<file path="config.mk">
export PLATFORM = sky130hd
export DESIGN_NAME = fb_arbiter
export DESIGN_NICKNAME = d
export VERILOG_FILES = /design/src/rtl/fdpaint_pkg.sv /design/src/rtl/fb_clear_seq.sv /design/src/rtl/fb_arbiter.sv
export SDC_FILE = /design/constraint.sdc
export NUM_CORES = 1
export LEC_CHECK = 0
export CAP_MARGIN = 40
export CORE_MARGIN = 2
export CORE_UTILIZATION = 38
export CTS_CLUSTER_DIAMETER = 50
export CTS_CLUSTER_SIZE = 20
export DETAILED_ROUTE_END_ITERATION = 10
export PLACE_DENSITY = 0.81
export SETUP_SLACK_MARGIN = 0.2
export SLEW_MARGIN = 20
export SYNTH_ARGS = -nofsm -noshare
export SYNTH_HDL_FRONTEND = slang
export SYNTH_SLANG_ARGS = --single-unit
</file>
<file path="constraint.sdc">
create_clock -name clk -period 2.3 [get_ports clk]
set_input_delay 0.46 -clock clk [delete_from_list [all_inputs] [get_ports clk]]
set_output_delay 0.46 -clock clk [all_outputs]
set_load 0.01 [all_outputs]
</file>
<file path="src/rtl/fdpaint_pkg.sv">
// Shared framebuffer geometry, pixel format and arbiter types for the
// paint pipeline (arbiter, clear sequencer and vga_driver).
package fdpaint_pkg;

    localparam int FB_W     = 160;
    localparam int FB_H     = 120;
    localparam int FB_DEPTH = FB_W * FB_H;
    localparam int ADDR_W   = 15;
    localparam int DATA_W   = 8;

    typedef enum logic {
        ARB_IDLE  = 1'b0,
        ARB_CLEAR = 1'b1
    } arb_state_t;

    // Which requester owns the single RAM port this cycle.
    typedef enum logic [1:0] {
        GNT_NONE = 2'd0,
        GNT_VGA  = 2'd1,
        GNT_CLR  = 2'd2,
        GNT_WR   = 2'd3
    } grant_t;

    function automatic logic [DATA_W-1:0] rgb332(
        input logic [2:0] r,
        input logic [2:0] g,
        input logic [1:0] b
    );
        return {r, g, b};
    endfunction

endpackage

</file>
<file path="src/rtl/fb_clear_seq.sv">
// Address counter for the clear-screen sweep: reloads to 0 on start,
// advances on step and parks on the last address instead of wrapping.
module fb_clear_seq
    import fdpaint_pkg::*;
#(
    parameter int DEPTH = FB_DEPTH,
    parameter int AW    = ADDR_W
) (
    input  logic          clk,
    input  logic          rst,
    input  logic          start,
    input  logic          step,
    output logic [AW-1:0] addr,
    output logic          last
);

    localparam logic [AW-1:0] LAST_ADDR = AW'(DEPTH - 1);

    logic [AW-1:0] addr_reg;

    always_ff @(posedge clk or posedge rst) begin
        if (rst) begin
            addr_reg <= '0;
        end else if (start) begin
            addr_reg <= '0;
        end else if (step && (addr_reg != LAST_ADDR)) begin
            addr_reg <= addr_reg + 1'b1;
        end
    end

    assign addr = addr_reg;
    assign last = (addr_reg == LAST_ADDR);

endmodule

</file>
<file path="src/rtl/fb_arbiter.sv">
// Single-port framebuffer arbiter: scanout reads win, then the clear sweep,
// then paint writes; the RAM port is driven combinationally from the grant.
module fb_arbiter
    import fdpaint_pkg::*;
#(
    parameter int FB_DEPTH = fdpaint_pkg::FB_DEPTH,
    parameter int ADDR_W   = fdpaint_pkg::ADDR_W,
    parameter int DATA_W   = fdpaint_pkg::DATA_W
) (
    input  logic              clk,
    input  logic              rst,
    input  logic              vga_req,
    input  logic [ADDR_W-1:0] vga_addr,
    output logic [DATA_W-1:0] vga_data,
    output logic              vga_valid,
    input  logic              wr_req,
    input  logic [ADDR_W-1:0] wr_addr,
    input  logic [DATA_W-1:0] wr_data,
    output logic              wr_ack,
    input  logic              clr_req,
    input  logic [DATA_W-1:0] clr_color,
    output logic              busy,
    output logic              clr_done,
    output logic              mem_en,
    output logic              mem_we,
    output logic [ADDR_W-1:0] mem_addr,
    output logic [DATA_W-1:0] mem_wdata,
    input  logic [DATA_W-1:0] mem_rdata
);

    arb_state_t        state_reg;
    logic [DATA_W-1:0] color_reg;
    logic              vga_valid_reg;
    logic              clr_done_reg;
    grant_t            grant;
    logic [ADDR_W-1:0] clr_addr;
    logic              clr_last;
    logic              clr_start;
    logic              clr_step;

    // Grants are masked during reset so the RAM port is idle while rst is high.
    always_comb begin
        grant = GNT_NONE;
        if (!rst) begin
            if (vga_req) begin
                grant = GNT_VGA;
            end else if (state_reg == ARB_CLEAR) begin
                grant = GNT_CLR;
            end else if (wr_req) begin
                grant = GNT_WR;
            end
        end
    end

    always_comb begin
        mem_en    = 1'b0;
        mem_we    = 1'b0;
        mem_addr  = '0;
        mem_wdata = '0;
        case (grant)
            GNT_VGA: begin
                mem_en   = 1'b1;
                mem_addr = vga_addr;
            end
            GNT_CLR: begin
                mem_en    = 1'b1;
                mem_we    = 1'b1;
                mem_addr  = clr_addr;
                mem_wdata = color_reg;
            end
            GNT_WR: begin
                mem_en    = 1'b1;
                mem_we    = 1'b1;
                mem_addr  = wr_addr;
                mem_wdata = wr_data;
            end
            default: begin
                mem_en = 1'b0;
            end
        endcase
    end

    assign clr_start = (state_reg == ARB_IDLE) && clr_req;
    assign clr_step  = (grant == GNT_CLR);

    fb_clear_seq #(
        .DEPTH (FB_DEPTH),
        .AW    (ADDR_W)
    ) u_clear_seq (
        .clk   (clk),
        .rst   (rst),
        .start (clr_start),
        .step  (clr_step),
        .addr  (clr_addr),
        .last  (clr_last)
    );

    always_ff @(posedge clk or posedge rst) begin
        if (rst) begin
            state_reg     <= ARB_IDLE;
            color_reg     <= '0;
            vga_valid_reg <= 1'b0;
            clr_done_reg  <= 1'b0;
        end else begin
            vga_valid_reg <= (grant == GNT_VGA);
            clr_done_reg  <= 1'b0;
            case (state_reg)
                ARB_IDLE: begin
                    if (clr_req) begin
                        state_reg <= ARB_CLEAR;
                        color_reg <= clr_color;
                    end
                end
                ARB_CLEAR: begin
                    // Leave only once the final address has actually been written.
                    if (clr_step && clr_last) begin
                        state_reg    <= ARB_IDLE;
                        clr_done_reg <= 1'b1;
                    end
                end
                default: begin
                    state_reg <= ARB_IDLE;
                end
            endcase
        end
    end

    assign vga_valid = vga_valid_reg;
    assign vga_data  = mem_rdata;
    assign wr_ack    = (grant == GNT_WR);
    assign busy      = (state_reg == ARB_CLEAR);
    assign clr_done  = clr_done_reg;

endmodule

</file>
==> flow_metrics.env <==
export IMPL_crit_path_max_incr_delay_ns=0.45
export IMPL_hold_viol_final=0
export IMPL_synthFlopType="dfrtp_1"
export IMPL_outcome="completed"
export IMPL_io_buffers=79
export IMPL_cts_path_max_buffers=2
export IMPL_synth_commonest_cells="nand2_1, dfrtp_1, a21oi_1, inv_1"
export IMPL_fin_nets=366
export IMPL_yosysWarnings=0
export IMPL_cts_num_sinks=26
export IMPL_synth_async_reset_ratio_pct=100.0
export IMPL_rrSetupSlack_ns=0.22
export IMPL_cp_arrival_ns=1.72
export IMPL_rsz0062_at_grt="yes"
export IMPL_setup_viol=0
export IMPL_overflow=0
export IMPL_grt_use_total_pct=23.19
export IMPL_die_h_um=70.40
export IMPL_dr_pass1_iters=4
export IMPL_timing_final_crit_share_pct=94.90
export IMPL_h_tree_depth=1
export IMPL_cts_tree="built"
export IMPL_synth_top_area_share_pct=38.83
export IMPL_cts_reportedPaths_clkPinSlew_ns=0.09
export IMPL_synth_area_leaders="dfrtp_1, nand2_1, a21oi_1, a222oi_1, a22o_1"
export IMPL_holdCritPathClass="in -> async"
export IMPL_startpoint_type="flop"
export IMPL_fin_setup_tns_ns=0
export IMPL_grt_max_degree=27
export IMPL_hold_buffers=0
export IMPL_seq_area_frac_synth_pct=38.83
export IMPL_grt_pass1_wl_um=9321
export IMPL_viasPerCell=5.552
export IMPL_antenna_left=0
export IMPL_wl_per_cell_um=15.67
export IMPL_placed_cell_area_mm2=0.002644
export IMPL_yosysTopAreaCell="dfrtp_1"
export IMPL_slew_viol_final=0
export IMPL_synth_most_common_cell="nand2_1"
export IMPL_crit_fanout=4
export IMPL_clk_latency_ns=0.28
export IMPL_clock_fmax_mhz=458.2
export IMPL_powerDensity_mw_per_mm2=465.7
export IMPL_drive_above_1_share_pct=26.89
export IMPL_die_w_um=70.40
export IMPL_power_leakage_nw=1.294
export IMPL_antenna_found_initial=0
export IMPL_end_kind="output pin"
export IMPL_vias=1982
export IMPL_cts_root_buf="clkbuf_8"
export IMPL_ioPinCount=96
export IMPL_crit_required_ns=1.84
export IMPL_max_vdd_ir_drop_uv=258.6
export IMPL_design_area_mm2=0.002803
export IMPL_yosysUniqueCellTypes=37
export IMPL_synthToLayoutAreaGrowth_pct=67.29
export IMPL_synthesis_nets=262
export IMPL_clock_skew_ns=0.002647
export IMPL_gp_congestion=0.8680
export IMPL_dieArea_mm2=0.004956
export IMPL_synth_edf_count=0
export IMPL_core_rowCount=24
export IMPL_tightest_slew_ns=0.4415
export IMPL_numCtsBuffers=3
export IMPL_path_cells="nor4b_4 -> buf_6 -> buf_6 -> a22oi_1 -> a21oi_1 -> buf_2"
export IMPL_crit_slowest_cell="dfrtp_2"
export IMPL_drcViolationCount=0
export IMPL_start_util_pct=39.02
export IMPL_drtIter0Drc=120
export IMPL_postSynthCellCount=202
export IMPL_netlist_area_mm2=0.001675
export IMPL_wirelength_um=5595
export IMPL_antenna_cells=0
export IMPL_max_slew_margin_pct=70.29
export IMPL_coreArea_mm2=0.004294
export IMPL_maxCapViolCount=0
export IMPL_dpl_hpwl_um=4050
export IMPL_fin_util_pct=65.27
export IMPL_critical_path_class="reg -> out"
export IMPL_postSynthAreaPerCell_um2=8.294
export IMPL_layout_min_cycle_time_ns=2.183
export IMPL_crit_top_cell="buf_6"
export IMPL_ys_ff_latch=26
export IMPL_largest_reg_flops=15
export IMPL_grt_pass1_vias=2002
==> timing repair <==
action | CTS | global route
setup buffers | 12 | 1
setup endpoints to repair | 36 | 26
gates cloned | 1 | 0
pin swaps | 12 | 5
resized for setup | 114 | 16
==> power breakdown <==
group	total, mW	switching (mW)	leakage [nW]	internal [mW]
Combinational	0.325	0.140	0.922	0.185
Clock	0.382	0.149	0.0357	0.233
Sequential	0.599	0.0839	0.337	0.515
Total	1.31	0.372	1.29	0.933
==> worst max-delay path, delay by kind of cell (launching register included) <==
kind	cells	cell delay (ns)
AO/OA/AOI/OAI	2	0.24
AND/OR/NAND/NOR	1	0.35
flip-flops	1	0.45
buffers and inverters	3	0.41
==> per-stage QoR <==
| step | hold slack [ns] | total power [mW] | setup WS (ns) | cells |
|---|---|---|---|---|
| finish | 0.4711 | 1.305 | 0.1173 | 357 |
| global route | 0.5098 | 1.375 | 0.003176 | 357 |
| CTS | 0.4811 | 1.307 | 0.1113 | 356 |
| detailed placement | 0.4685 | 0.9444 | -0.4664 | 339 |
| global placement | 0.4654 | 0.9322 | -0.4518 | 339 |
| floorplan | 0.3547 | 0.7391 | 0.2237 | 202 |
==> routing by layer <==
layer  vias up  GRT usage (%)  wire length [um]
met4         0          7.051               157
li1        947              -                 -
met3        17          3.175               363
met1       935          29.78              2325
met2        83          40.25              2750
met5         -              0                 0
==> cells in the final DEF (no fill, tap or decap), types with 2 or more instances in the layout <==
cell             count
clkbuf_8             3
nand3_1              2
dlygate4sd2_1        3
a21oi_1             18
dfrtp_1             25
nand2b_1             2
buf_2               22
a22o_1               8
nor3_1               3
clkdlybuf4s50_1     50
or3_1                3
buf_4               25
inv_1               13
a22oi_1              4
nand2_1             40
o31ai_1              7
a22oi_2              4
nor2_1               6
a222oi_1             7
a211oi_1             2
nand4_1              6
nor2b_1              2
o21ai_0              4
or4_1                7
buf_6               15
==> logic make-up (layout without fill, tap and decap cells) <==
family                   after synthesis  count (layout)  share of synthesized area (%)
AO/OA/AOI/OAI                         60              60                          25.09
adder cells (fa/ha/maj)                1               1                         0.7467
AND/OR/NAND/NOR                       81              81                          25.32
XOR/XNOR                               1               1                         0.5229
buffers and inverters                 33             136                          9.484
flip-flops                            26              26                          38.83
==> final cells by class <==
type | count | area (um^2)
timing repair buffer | 118 | 1028
inverter | 14 | 56.30
clock buffer | 3 | 41.29
tap | 52 | 65.06
clock inverter | 1 | 30.03
multi-input combinational | 143 | 929.6
sequential | 26 | 651.9
fill | 360 | 1491
==> final timing paths <==
path | startpoint | to | depth (start not counted)
max | busy | mem_addr[5] | 6
min | rst | clr_done | 4
max reg2reg | u_clear_seq.addr[12] | u_clear_seq.addr[14] | 4
min reg2reg | color_reg[3] | color_reg[3] | 2
max in group asynchronous | rst | busy | 4
min in group clk | color_reg[3] | color_reg[3] | 2
(Power assumes the default switching activity.)
